--- src/rtl/fft_pkg.sv ---
// Shared FFT sequencing types and frame-size constants.
package fft_pkg;

    // Default log2 of blocks per frame (one block = 16 complex samples per clock)
    localparam int FFT_CLK_CNT       = 5;
    localparam int FFT_BLK_PER_FRAME = 2 ** FFT_CLK_CNT;

    typedef enum logic [1:0] {
        IDLE  = 2'd0,
        RUN   = 2'd1,
        DRAIN = 2'd2
    } fft_state_e;

endpackage

--- src/rtl/counter.sv ---
// Generic wrapping up-counter with synchronous clear and count enable.
module counter #(
    parameter int W = 5
) (
    input  logic         clk,
    input  logic         rstn,
    input  logic         clr,
    input  logic         en,
    output logic [W-1:0] cnt
);

    logic [W-1:0] r_cnt;

    // Clear wins over enable; the counter wraps naturally modulo 2^W
    always_ff @(posedge clk or negedge rstn) begin
        if (!rstn) begin
            r_cnt <= '0;
        end else if (clr) begin
            r_cnt <= '0;
        end else if (en) begin
            r_cnt <= r_cnt + 1'b1;
        end
    end

    assign cnt = r_cnt;

endmodule

--- src/rtl/fft_twd_sched.sv ---
// Sequencer for the pipelined radix-2 FFT: turns din_valid into per-stage
// butterfly/twiddle enables, keeps per-stage block counters for twiddle
// rotation select, and flags frame start, last output and busy.
module fft_twd_sched
    import fft_pkg::*;
#(
    parameter int NSTG    = 3,
    parameter int CLK_CNT = FFT_CLK_CNT
) (
    input  logic                    clk,
    input  logic                    rstn,
    input  logic                    soft_clr,
    input  logic                    din_valid,
    output logic [NSTG-1:0]         bfly_valid,
    output logic [NSTG-1:0]         twd_valid,
    output logic [NSTG*CLK_CNT-1:0] twd_cnt,
    output logic                    out_valid,
    output logic                    out_last,
    output logic                    frame_start,
    output logic                    busy,
    output logic [1:0]              state
);

    // Tap 2s feeds butterfly s, tap 2s+1 feeds twiddle s, top tap is the output
    localparam int CHAIN_W = 2 * NSTG + 1;

    logic [CHAIN_W-1:0] r_vchain;
    logic [CLK_CNT-1:0] w_in_cnt;
    logic [CLK_CNT-1:0] w_out_cnt;
    fft_state_e         r_state;
    fft_state_e         w_state_nxt;
    logic               r_busy;
    logic               w_in_last;
    logic               w_out_max;
    logic               w_chain_rest;

    // Valid delay line: bubbles travel with the data, so there is no stall
    always_ff @(posedge clk or negedge rstn) begin
        if (!rstn) begin
            r_vchain <= '0;
        end else if (soft_clr) begin
            r_vchain <= '0;
        end else begin
            r_vchain <= {r_vchain[CHAIN_W-2:0], din_valid};
        end
    end

    // Per-stage enables and twiddle block counters
    for (genvar s = 0; s < NSTG; s++) begin : g_stage
        assign bfly_valid[s] = r_vchain[2*s];
        assign twd_valid[s]  = r_vchain[2*s+1];

        counter #(.W(CLK_CNT)) u_twd_cnt (
            .clk  (clk),
            .rstn (rstn),
            .clr  (soft_clr),
            .en   (r_vchain[2*s+1]),
            .cnt  (twd_cnt[s*CLK_CNT +: CLK_CNT])
        );
    end

    assign out_valid = r_vchain[CHAIN_W-1];

    counter #(.W(CLK_CNT)) u_in_cnt (
        .clk  (clk),
        .rstn (rstn),
        .clr  (soft_clr),
        .en   (din_valid),
        .cnt  (w_in_cnt)
    );

    counter #(.W(CLK_CNT)) u_out_cnt (
        .clk  (clk),
        .rstn (rstn),
        .clr  (soft_clr),
        .en   (out_valid),
        .cnt  (w_out_cnt)
    );

    assign w_in_last    = (w_in_cnt == {CLK_CNT{1'b1}});
    assign w_out_max    = (w_out_cnt == {CLK_CNT{1'b1}});
    assign w_chain_rest = |r_vchain[CHAIN_W-2:0];

    // A din_valid is only accepted outside reset and when not being cleared
    assign frame_start = rstn & ~soft_clr & din_valid & (w_in_cnt == '0);
    assign out_last    = out_valid & w_out_max;

    // Next-state: a new frame may start while the previous one drains
    always_comb begin
        w_state_nxt = r_state;
        case (r_state)
            IDLE: begin
                if (din_valid) begin
                    w_state_nxt = RUN;
                end
            end
            RUN: begin
                if (din_valid && w_in_last) begin
                    w_state_nxt = DRAIN;
                end
            end
            DRAIN: begin
                if (din_valid) begin
                    w_state_nxt = RUN;
                end else if (out_last && !w_chain_rest) begin
                    w_state_nxt = IDLE;
                end
            end
            default: begin
                w_state_nxt = IDLE;
            end
        endcase
        if (soft_clr) begin
            w_state_nxt = IDLE;
        end
    end

    // State register, with busy registered alongside it
    always_ff @(posedge clk or negedge rstn) begin
        if (!rstn) begin
            r_state <= IDLE;
            r_busy  <= 1'b0;
        end else begin
            r_state <= w_state_nxt;
            r_busy  <= (w_state_nxt != IDLE);
        end
    end

    assign state = r_state;
    assign busy  = r_busy;

endmodule

--- config.mk ---
export PLATFORM = sky130hd
export DESIGN_NAME = fft_twd_sched
export DESIGN_NICKNAME = d
export VERILOG_FILES = /design/src/rtl/fft_pkg.sv /design/src/rtl/counter.sv /design/src/rtl/fft_twd_sched.sv
export SDC_FILE = /design/constraint.sdc
export NUM_CORES = 1
export LEC_CHECK = 0
export CORE_MARGIN = 1
export CORE_UTILIZATION = 45
export DETAILED_ROUTE_END_ITERATION = 7
export PLACE_DENSITY = 0.71
export SLEW_MARGIN = 25
export SYNTH_ARGS = -nofsm -noshare
export SYNTH_HDL_FRONTEND = slang
export SYNTH_SLANG_ARGS = --single-unit
--- constraint.sdc ---
create_clock -name clk -period 1.86 [get_ports clk]
set_input_delay 0.372 -clock clk [delete_from_list [all_inputs] [get_ports clk]]
set_output_delay 0.372 -clock clk [all_outputs]
set_load 0.005 [all_outputs]
== Yosys cells after proc, flatten, opt, wreduce, memory -nomap -nowiden ==
Index checks and enable logic that the tools add are counted.
Word-level totals
  word-level logic and storage cells: 51
  register bits after elaboration: 35
  bits of input ports: 4
Operators by class
  bitwise operators: 5
  muxes and demuxes: 17
  equal/unequal tests: 4
  reductions and logical operators: 12
  add/subtract/negate cells: 5
Operators by type and width (number)
  two-way mux 5 bit: 10
  adder 5 x 1 -> 5 bit, second input constant: 5
  nonzero test 2 bit: 6
  == test 5 bit, second input constant: 2
  two-way mux 2 bit: 5
  two-way mux 7 bit: 1
  one-hot mux 2 bit (3 select lines): 1
  OR reduction 6 bit: 1
  logical NOT 5 bit: 1
  bitwise AND 1 bit: 4
  == test 2 x 1 -> 1 bit, second input constant: 1
  == test 2 bit, second input constant: 1
  logical AND 1 bit: 2
  logical NOT 2 bit: 1
  logical NOT 1 bit: 1
  NOT 1 bit: 1

== Longest topological paths before layout ==
  depth after elaboration: 8
  mapped depth: 6
  gate-level depth less buffers: 6

== Modules after synthesis ==
Synthesis repeated with hierarchy kept, for this count alone.
Second synthesis, totals
  cells, all modules: 145
  area total of the unflattened synthesis: 1705.4 um^2
Modules (own cells, without submodules)
  counter: area an instance 252.7 um^2, instances 5, cells an instance 22, seq. area each 125.1 um^2
  fft_twd_sched: area an instance 441.7 um^2, instances 1, cells an instance 35, seq. area each 250.2 um^2

== Worst setup path after synthesis ==
OpenSTA, ideal clock, no wires.
  kind: register to register
  start: register u_out_cnt.r_cnt[0] (netlist: u_out_cnt.cnt[0])
  end: register r_state[1] (netlist: state[1])
  arrival: 1511 ps
  buffers on the path: 0
  stages on the path, launching flop included: 7
  setup slack: 220 ps
  cells stage by stage: dfrtp_1 -> ha_1 -> and3_1 -> ha_1 -> or4bb_1 -> o211ai_2 -> o22ai_1
Between the ends
  cells in the longest elaborated chain, start to end: 7
Ends and longest elaborated chain
  start, declared: line counter.sv:12  | logic [W-1:0] r_cnt;
  start signal, assigned: line counter.sv:21  | r_cnt <= r_cnt + 1'b1;
  == test 5 bit: line fft_twd_sched.sv:81  | assign w_out_max = (w_out_cnt == {CLK_CNT{1'b1}});
  bitwise AND 1 bit: line fft_twd_sched.sv:86  | assign out_last = out_valid & w_out_max;
  logical AND 1 bit: line fft_twd_sched.sv:105  | end else if (out_last && !w_chain_rest) begin
  two-way mux 2 bit: line fft_twd_sched.sv:105
  two-way mux 2 bit: line fft_twd_sched.sv:103  | if (din_valid) begin
  one-hot mux 2 bit (3 select lines): line fft_twd_sched.sv:91  | case (r_state)
  two-way mux 2 bit: line fft_twd_sched.sv:113  | if (soft_clr) begin
  via w_state_nxt[1]: line fft_twd_sched.sv:31  | fft_state_e w_state_nxt;
  end signal, assigned: line fft_twd_sched.sv:124  | r_state <= w_state_nxt;
  end, declared: line fft_twd_sched.sv:30  | fft_state_e r_state;
The timed path passes the listed nets, and every way through them passes these cells.
A chain may end at the register's enable or synchronous reset.

== Final worst setup path ==
  start: register u_out_cnt.r_cnt[1] (netlist: u_out_cnt.cnt[1])
  end: output out_last
Between the ends
  cells in the longest elaborated chain, start to end: 2
Ends and longest elaborated chain
  == test 5 bit: line fft_twd_sched.sv:81
  bitwise AND 1 bit: line fft_twd_sched.sv:86
  end, declared: line fft_twd_sched.sv:18  | output logic out_last,
No other way between the ends.

==> impl_metrics.toml <==
[final_layout]
drive_above_1_share = 0.1573
fin_util = 0.6106
diodes = 0
multiInputGateArea_sq_um = 698.2
area_growth_pct = 28.62
fill_cells = 298
area.sequential_sq_um = 877.1
nets = 189
design_area_sq_um = 2069

[global_route]
top_usage_layer = "met2"
use_met1 = 0.2179
grtUsageTotal = 0.1681
grt_remaining_overflow = 0
use_met3 = 0.03727
grt_max_degree = 36
grt_pass1_vias = 1036
antenna_found_initial = 0
grt_pass1_wl_microns = 4629
use_met2 = 0.2842

[worst_setup_path]
slowest_stage = "dfrtp_1"
critical_path_class = "flop to output port"
cp_max_fo = 2
cp.arrival_ps = 1460
path_cells = "ha_2 > and3_4 > ha_4 > and2_4 > buf_6"
start_kind = "flop"
crit_path_max_incr_delay_ps = 410
end_kind = "output port"
cp.required_ps = 1490

[sta]
final_max_slew_viol_count = 0
post-route-min-period_ps = 1837
worst_pin_slew_ps = 432.1
fmax_ghz = 0.5445
fin_setup_tns_ps = 0
hold_violations = 0
finClkSkew_ps = 8.472
slew_headroom = 0.7120
rsz0062_at_grt = "yes"
post-route-period-util = 0.9874
setup-violations-final = 0

[clock_network]
cts_sinks = 35
cts_buffers = 5
cts-htree-levels = 2
clock_path_buffers = 2
cts_tree = "done"
worstSkewPairLatency_ps = 310
path_clk_slew_ps = 100
holdBufCountCts = 0
cts_root_buf = "clkbuf_4"

[route]
ant_nets = 0
detail_route.first_pass.iterations = 4
routed_wl_microns = 2795
vias_per_cell = 4.996
dr.first_iter.drc_count = 39
drc = 0
wire_per_inst_microns = 12.48
vias = 1119

[power_and_ir_drop]
finalPower_uw = 1339
vdd_drop_max_mv = 0.5099
powerDensity_nw_per_um2 = 646.8
power.leakage_uw = 0.0009479

[logic_synthesis]
ys_dominant_reg_cell = "dfrtp_1"
yosys-top-cells-area = "dfrtp_1, xor2_1, nor2_1, ha_1, mux2i_1"
yosys-top-cells-count = "dfrtp_1, nor2_1, xor2_1"
postSynth.asyncResetShare = 1.000
synthCells = 144
synth-seq-area-share = 0.5443
yosys_register_bits = 35
synth_top_area_frac = 0.5443
netlist_area_sq_um = 1609
synth_warnings = 0
syn_nets = 156
yosys.area.top_type = "dfrtp_1"
synth_edf_count = 0
synthMostInstantiatedCell = "dfrtp_1"
synthDistinctLibCells = 25
syn_avg_cell_area_sq_um = 11.17

[die]
core_area_sq_um = 3390
rows = 21
io_pins = 31
die_area_sq_um = 3819
dieWidth_microns = 61.80
die_h_microns = 61.80
initial_utilization = 0.4747

[placement]
gp_congestion = 0.7957
placed_area_sq_um = 1944
port_buffers = 30
dp_hpwl_microns = 1947

[min_path]
hp-class = "input pin to async pin"

[outcome]
status = "completed"

[job]
maxCapViolCount = 0
-- cells in the final DEF (no fill, tap or decap) --
master and n:
a21oi_1 2, and2_4 1, and3_1 1, and3_4 1
and4b_1 1, buf_4 8, buf_6 1, clkbuf_1 1
clkbuf_4 5, clkbuf_8 2, clkdlybuf4s15_1 1, clkdlybuf4s50_1 27
dfrtp_1 34, dfrtp_2 1, dlygate4sd2_1 1, ha_1 6
ha_2 1, ha_4 1, inv_1 2, mux2i_1 8
nand2_1 6, nand3_1 1, nand4_1 8, nor2_1 27
nor2b_1 5, nor2b_2 2, nor3b_1 1, nor3b_2 1
o211ai_2 1, o22ai_2 1, or4_4 1, or4bb_4 1
xnor2_1 5, xor2_1 13
-- area by class of cell --
type / instances / share of cell area
Inverter: 2 / 0.003628
Multi-Input combinational cell: 95 / 0.3374
Clock buffer: 8 / 0.03325
Sequential cell: 35 / 0.4238
Timing Repair Buffer: 38 / 0.1741
Tap cell: 46 / 0.02781
-- cell families (layout without fill, tap and decap cells) --
logic type      after synthesis  after routing  share of synthesized area
xor+xnor                     18             18                    0.09798
compound gates                4              4                    0.01789
fa+ha+maj                     8              8                    0.06221
flops                        35             35                     0.5443
mux                           8              8                    0.04977
buf+inv                      14             48                    0.04666
simple gates                 57             57                     0.1812
-- through the flow --
step | instances | setup slack, ps | hold slack (ps)
3_3_place_gp | 214 | -323.6 | 496.4
2_1_floorplan | 144 | 220.2 | 76.41
6_report | 224 | 23.48 | 269.5
3_5_place_dp | 214 | -322.3 | 514.0
5_1_grt | 224 | -30.68 | 299.0
4_1_cts | 222 | -155.4 | 286.1
-- final timing paths --
check,start,to,slack [ps],cells past startpoint
setup / recovery,u_out_cnt.cnt[1],out_last,20,5
hold / removal,rstn,u_out_cnt.cnt[2],270,2
setup reg to reg,u_out_cnt.cnt[1],state[1],60,6
hold reg to reg,r_vchain[0],r_vchain[1],540,1
max in group asynchronous,rstn,r_vchain[5],1270,2
min in group clk,r_vchain[0],r_vchain[1],540,1
-- critical path, delay by kind of cell (launching register included) --
| kind | cells | cell delay, ps |
|---|---|---|
| flip-flops | 1 | 410 |
| adder cells (fa/ha/maj) | 2 | 350 |
| buffers and inverters | 1 | 100 |
| AND/OR/NAND/NOR | 2 | 290 |
-- layer usage --
layer | part of all wire | vias to the layer above
li1 | - | 539
met1 | 0.48 | 546
met2 | 0.48 | 32
met3 | 0.036 | 2
met4 | 0.0054 | 0
met5 | 0 | -
-- registers in the layout, indices dropped and copies added (netlist names) --
signal	count
r_vchain	7
g_stage.u_twd_cnt.cnt	15
state	2
busy	1
u_out_cnt.cnt	5
u_in_cnt.cnt	5
-- report_power, final --
| group | leakage (uW) | total, uW | internal [uW] | switching, uW |
|---|---|---|---|---|
| clock network | 0.0000386 | 449 | 222 | 226 |
| logic | 0.000429 | 100 | 49.8 | 50.5 |
| registers | 0.000480 | 790 | 774 | 15.8 |
| total | 0.000948 | 1340 | 1050 | 293 |
-- repair_timing --
| item | CTS | global route |
|---|---|---|
| cloned | 0 | 0 |
| setup endpoints to repair | 2 | 4 |
| buffers inserted | 0 | 2 |
| gates resized for setup | 6 | 12 |
| pin swaps | 0 | 4 |
Power figures use the tool's default switching activity.
